File: config.mk
export PLATFORM = sky130hd
export DESIGN_NAME = program_loader
export DESIGN_NICKNAME = d
export VERILOG_FILES = /design/src/rtl/program_loader.sv
export SDC_FILE = /design/constraint.sdc
export NUM_CORES = 1
export LEC_CHECK = 0
export ABC_AREA = 1
export CORE_MARGIN = 5
export CORE_UTILIZATION = 55
export DETAILED_ROUTE_END_ITERATION = 10
export GPL_TIMING_DRIVEN = 0
export PLACE_DENSITY_LB_ADDON = 0.2
export SETUP_SLACK_MARGIN = 0.1
export SYNTH_ARGS = -nofsm -noshare
export SYNTH_HDL_FRONTEND = slang
export SYNTH_SLANG_ARGS = --single-unit
File: constraint.sdc
create_clock -name clk -period 2.2 [get_ports clk]
set_input_delay 0.44 -clock clk [delete_from_list [all_inputs] [get_ports clk]]
set_output_delay 0.44 -clock clk [all_outputs]
set_load 0.01 [all_outputs]
File: src/rtl/program_loader.sv
// Byte-stream program loader: packs a length-prefixed little-endian byte stream into
// 32-bit words, writes them to instruction memory and holds the core in reset meanwhile.
module program_loader #(
  parameter int unsigned MAX_WORDS = 1024
) (
  input  logic        clk,
  input  logic        rst,
  input  logic        start,
  input  logic        byte_valid,
  input  logic [7:0]  byte_data,
  output logic        byte_ready,
  output logic        mem_we,
  output logic [31:0] mem_addr,
  output logic [31:0] mem_wdata,
  output logic        core_rst,
  output logic        busy,
  output logic        done,
  output logic        error
);

  localparam logic [15:0] MAX_LEN = 16'(MAX_WORDS);

  typedef enum logic [2:0] {
    IDLE,
    LEN_LO,
    LEN_HI,
    DATA,
    WRITE,
    DONE,
    ERR
  } state_t;

  state_t      state;
  logic [15:0] len;
  logic [15:0] word_idx;
  logic [1:0]  byte_idx;
  logic [31:0] buffer;
  logic        accept;
  logic [15:0] len_full;

  assign accept   = byte_valid && byte_ready;
  assign len_full = {byte_data, len[7:0]};

  // Outputs are assigned alongside each state transition so they are registered
  // values that match the state being entered.
  always_ff @(posedge clk or negedge rst) begin
    if (!rst) begin
      state      <= IDLE;
      len        <= '0;
      word_idx   <= '0;
      byte_idx   <= '0;
      buffer     <= '0;
      byte_ready <= 1'b0;
      mem_we     <= 1'b0;
      mem_addr   <= '0;
      mem_wdata  <= '0;
      core_rst   <= 1'b0;
      busy       <= 1'b0;
      done       <= 1'b0;
      error      <= 1'b0;
    end else begin
      mem_we <= 1'b0;
      done   <= 1'b0;
      unique case (state)
        IDLE, ERR: begin
          if (start) begin
            state      <= LEN_LO;
            core_rst   <= 1'b1;
            byte_ready <= 1'b1;
            busy       <= 1'b1;
            error      <= 1'b0;
          end
        end
        LEN_LO: begin
          if (accept) begin
            len[7:0] <= byte_data;
            state    <= LEN_HI;
          end
        end
        LEN_HI: begin
          if (accept) begin
            len[15:8] <= byte_data;
            if (len_full == 16'd0 || len_full > MAX_LEN) begin
              state      <= ERR;
              error      <= 1'b1;
              byte_ready <= 1'b0;
              busy       <= 1'b0;
            end else begin
              word_idx <= '0;
              byte_idx <= '0;
              state    <= DATA;
            end
          end
        end
        DATA: begin
          if (accept) begin
            buffer[{byte_idx, 3'b000} +: 8] <= byte_data;
            byte_idx <= byte_idx + 2'd1;
            if (byte_idx == 2'd3) begin
              state      <= WRITE;
              byte_ready <= 1'b0;
              mem_we     <= 1'b1;
              mem_addr   <= {14'd0, word_idx, 2'b00};
              mem_wdata  <= {byte_data, buffer[23:0]};
            end
          end
        end
        WRITE: begin
          word_idx <= word_idx + 16'd1;
          if (word_idx == len - 16'd1) begin
            state <= DONE;
            done  <= 1'b1;
          end else begin
            state      <= DATA;
            byte_ready <= 1'b1;
          end
        end
        DONE: begin
          state    <= IDLE;
          core_rst <= 1'b0;
          busy     <= 1'b0;
        end
        default: state <= IDLE;
      endcase
    end
  end

endmodule
==> flow_summary_export.csv <==
group,metric,value,unit
global_routing,antenna_found_initial,0,
power,power.switching,4.18,mW
global_routing,grt_pass1_wl,23800,um
timing,tightest_slew,0.740,ns
floorplan,die_y,112,um
global_routing,grt_pass1_vias,4840,
global_routing,grt_max_degree,63,
power,p_comb_frac,0.400,
critical_path,crit_fanout,5,
yosys,ys_types,36,
detailed_routing,routed.top_layer,"met4",
timing,fin_skew,0.00784,ns
clock_network,numCtsBuffers,17,
floorplan,num_rows,37,
outcome,status,"finished clean",
hold_path,hp-class,"in2async",
power,sequentialPowerShare,0.339,
floorplan,core,10300,um^2
critical_path,start_kind,"register",
power,cellPowerDensity,1490,nW/um^2
timing,tns,0,ns
clock_network,htree_levels,4,
clock_network,clock_sinks,115,
detailed_routing,drc_errors,0,
power,ir_drop,0.762,mV
yosys,yosys_warnings,0,
power,p_leak,3.56,nW
floorplan,pin_count,82,
critical_path,worst_path_max_delay_cell,"dfrtp_1",
floorplan,die_x,112,um
layout,drive_above_1_share,0.145,
clock_network,clkTransAtPathRegs,0.06,ns
floorplan,die_area,12600,um^2
critical_path,cp-end-kind,"register",
power,p_int,6.87,mW
timing,period_share,0.944,
layout,multiInputGateArea,2380,um^2
detailed_routing,dr_total_vias,4904,
timing,fin_crit,2.08,ns
global_routing,grt_usage,0.234,
timing,report.final.hold_viol_count,0,
critical_path,r2r-start,"len[4]$_DFFE_PN0P_",
layout,antenna_cells,0,
layout,nets,819,
clock_network,cts_root_buf,"clkbuf_8",
timing,fmax,482,MHz
yosys,synth.cell_area,5760,um^2
clock_network,clockBufferDepth,2,
yosys,ys_seq_area_frac,0.499,
placed_design,place_inst,908,
yosys,syn_area_per_cell,8.34,um^2
detailed_routing,drtAntennaViolNets,0,
flow_run,drv_cap,0,
detailed_routing,dr_wl_met3,643,um
placed_design,hpwl,10100,um
timing,slew_headroom,0.506,
clock_network,clock_latency,0.53,ns
detailed_routing,drt-met1-wl,6180,um
timing,finalSetupViolations,0,
critical_path,worstPathRequired,2.59,ns
global_routing,overflow,0,
floorplan,initial_core_util,0.561,
detailed_routing,finalWirelength,14200,um
critical_path,arrival,2.46,ns
detailed_routing,post_drt_wl_per_cell,15.0,um
power,finalPower,11.1,mW
power,clkPwrFrac,0.261,
layout,final.fill_count,815,
critical_path,critical-path-max-stage-delay,0.45,ns
timing,rsz0062_at_grt,"yes",
critical_path,r2r_setup_slack,0.12,ns
clock_network,cts_tree,"done",
critical_path,crit_path_cell_trace,"nor2_2, nand2_1, nor2_4, nand2_2, a21oi_2, o21ai_4, nor2_4, o22ai_2, inv_2, clkbuf_16, o22ai_2",
layout,finalNonFillerCells,949,
placed_design,io_buffers,65,
critical_path,r2r_cells,11,
detailed_routing,drt_iter0_markers,266,
yosys,ys_ff_latch,115,
detailed_routing,dr.pass1.iters,6,
detailed_routing,via_per_inst,5.17,
timing,finalMaxSlewViolations,0,
detailed_routing,wl_met2,7140,um
yosys,postSynthCellCount,691,
placed_design,gp_congestion,0.880,
power,swShare,0.378,
critical_path,path_class,"reg2reg",
layout,seqCellArea,2880,um^2
critical_path,r2r-end,"word_idx[8]$_DFFE_PN0P_",
layout,syn_to_final_growth,28.8,%
-- synth_stat cells, drive strengths merged --
cell | count | area [um^2]
nor2 | 65 | 312
nor4 | 3 | 18.8
nand3b | 3 | 22.5
ha | 7 | 87.6
o31ai | 2 | 15.0
o22ai | 10 | 119
o21ai | 107 | 547
or2 | 2 | 12.5
xnor2 | 5 | 43.8
o211ai | 1 | 7.51
conb | 1 | 3.75
nor3 | 8 | 56.3
a21oi | 6 | 33.8
dfrtp | 115 | 2880
xnor3 | 1 | 22.5
nand4 | 14 | 87.6
nand2 | 165 | 627
inv | 94 | 353
nand3 | 37 | 190
buf | 29 | 223
xor2 | 9 | 78.8
clkbuf | 6 | 22.5
clkinv | 1 | 3.75
-- cells by family after synthesis --
logic type,count (synthesis),synth area share
simple gates,297,0.230
compound gates,126,0.125
fa+ha+maj,7,0.0152
other cells,1,0.000651
flops,115,0.499
buf+inv,130,0.104
xor+xnor,15,0.0252
-- flip-flops by register name, summed over array words and instances, names as in the netlist --
signal,flops
byte_ready,1
mem_we,1
len,16
error,1
state,3
core_rst,1
busy,1
mem_wdata,32
buffer,24
byte_idx,2
word_idx,16
mem_addr,16
done,1
-- timing repair --
| item | in CTS | in global routing |
|---|---|---|
| hold buffers | 1 | 0 |
| setup buffers | 0 | 7 |
| resized for setup | 1 | 13 |
| gates cloned | 0 | 1 |
| pin swaps | 0 | 6 |
| setup endpoints to repair | 8 | 22 |
| endpoints found under the hold margin | 53 | 0 |
-- worst max-delay path by stage --
| stage | startpoint | end | slack (ns) | cells after the start |
|---|---|---|---|---|
| 2_1_floorplan | len[0]$_DFFE_PN0P_ | word_idx[10]$_DFFE_PN0P_ | 0.40 | 12 |
| 3_3_place_gp | rst | mem_wdata[17]$_DFFE_PN0P_ | -3.58 | 1 |
| 3_5_place_dp | byte_data[3] | word_idx[15]$_DFFE_PN0P_ | -0.18 | 10 |
| 4_1_cts | len[0]$_DFFE_PN0P_ | word_idx[13]$_DFFE_PN0P_ | 0.11 | 12 |
| 5_1_grt | len[4]$_DFFE_PN0P_ | word_idx[9]$_DFFE_PN0P_ | 0.03 | 11 |
| 6_report | len[4]$_DFFE_PN0P_ | word_idx[8]$_DFFE_PN0P_ | 0.12 | 11 |
-- critical path: cells and delay by family, from the launching register on --
family | cells | cell delay [ns]
flops | 1 | 0.45
simple gates | 5 | 0.67
compound gates | 4 | 0.46
buf+inv | 2 | 0.33
-- stage by stage --
| step | hold slack, ns | util | cell area (um^2) | setup slack [ns] |
|---|---|---|---|---|
| 3_3_place_gp | 0.472 | 0.646 | 6640 | -3.58 |
| 4_1_cts | 0.491 | 0.710 | 7300 | 0.112 |
| 3_5_place_dp | 0.477 | 0.649 | 6670 | -0.183 |
| 5_1_grt | 0.513 | 0.722 | 7420 | 0.0300 |
| 6_report | 0.488 | 0.722 | 7420 | 0.123 |
| 2_1_floorplan | 0.144 | - | 5820 | 0.396 |
-- layout make-up --
cell class              instances  area share
multi-input cells             461       0.321
clock buffers                  19      0.0595
repair buffers                 75       0.103
plain buffers                  35      0.0335
inverters                      95      0.0480
well taps                     136      0.0229
clock inverters                13      0.0243
flip-flops and latches        115       0.388
-- cells in the final DEF, fill, tap and decap left out, types with 3 or more instances in the layout --
cell type and count:
a21oi_1 5, buf_2 7, buf_4 24, buf_6 5, bufinv_16 4, clkbuf_1 6
clkbuf_16 17, clkbuf_8 3, clkdlybuf4s50_1 64, clkinv_2 4, clkinvlp_4 3, conb_1 16
dfrtp_1 113, ha_1 6, inv_1 87, inv_2 7, nand2_1 162, nand2_2 3
nand3_1 36, nand3b_1 3, nand4_1 14, nor2_1 50, nor2_2 6, nor2_4 9
nor3_1 5, nor4_1 3, o21ai_0 63, o21ai_1 41, o22ai_2 9, xnor2_1 5
xor2_1 9
-- power by group through the flow --
stage               Combinational (mW)  Sequential [mW]  Clock, mW
floorplan                         2.60             3.77          0
detailed placement                4.24             3.74          0
global placement                  4.11             3.71          0
finish                            4.42             3.75       2.88
global route                      4.98             3.87       3.02
CTS                               4.27             3.72       2.91
-- per-layer routing --
metal	GRT usage	vias up
met4	0.0825	0
met3	0.0577	19
li1	-	2411
met1	0.300	2353
met2	0.387	121
met5	0	-
No activity file was read; power rests on OpenSTA's default activity.
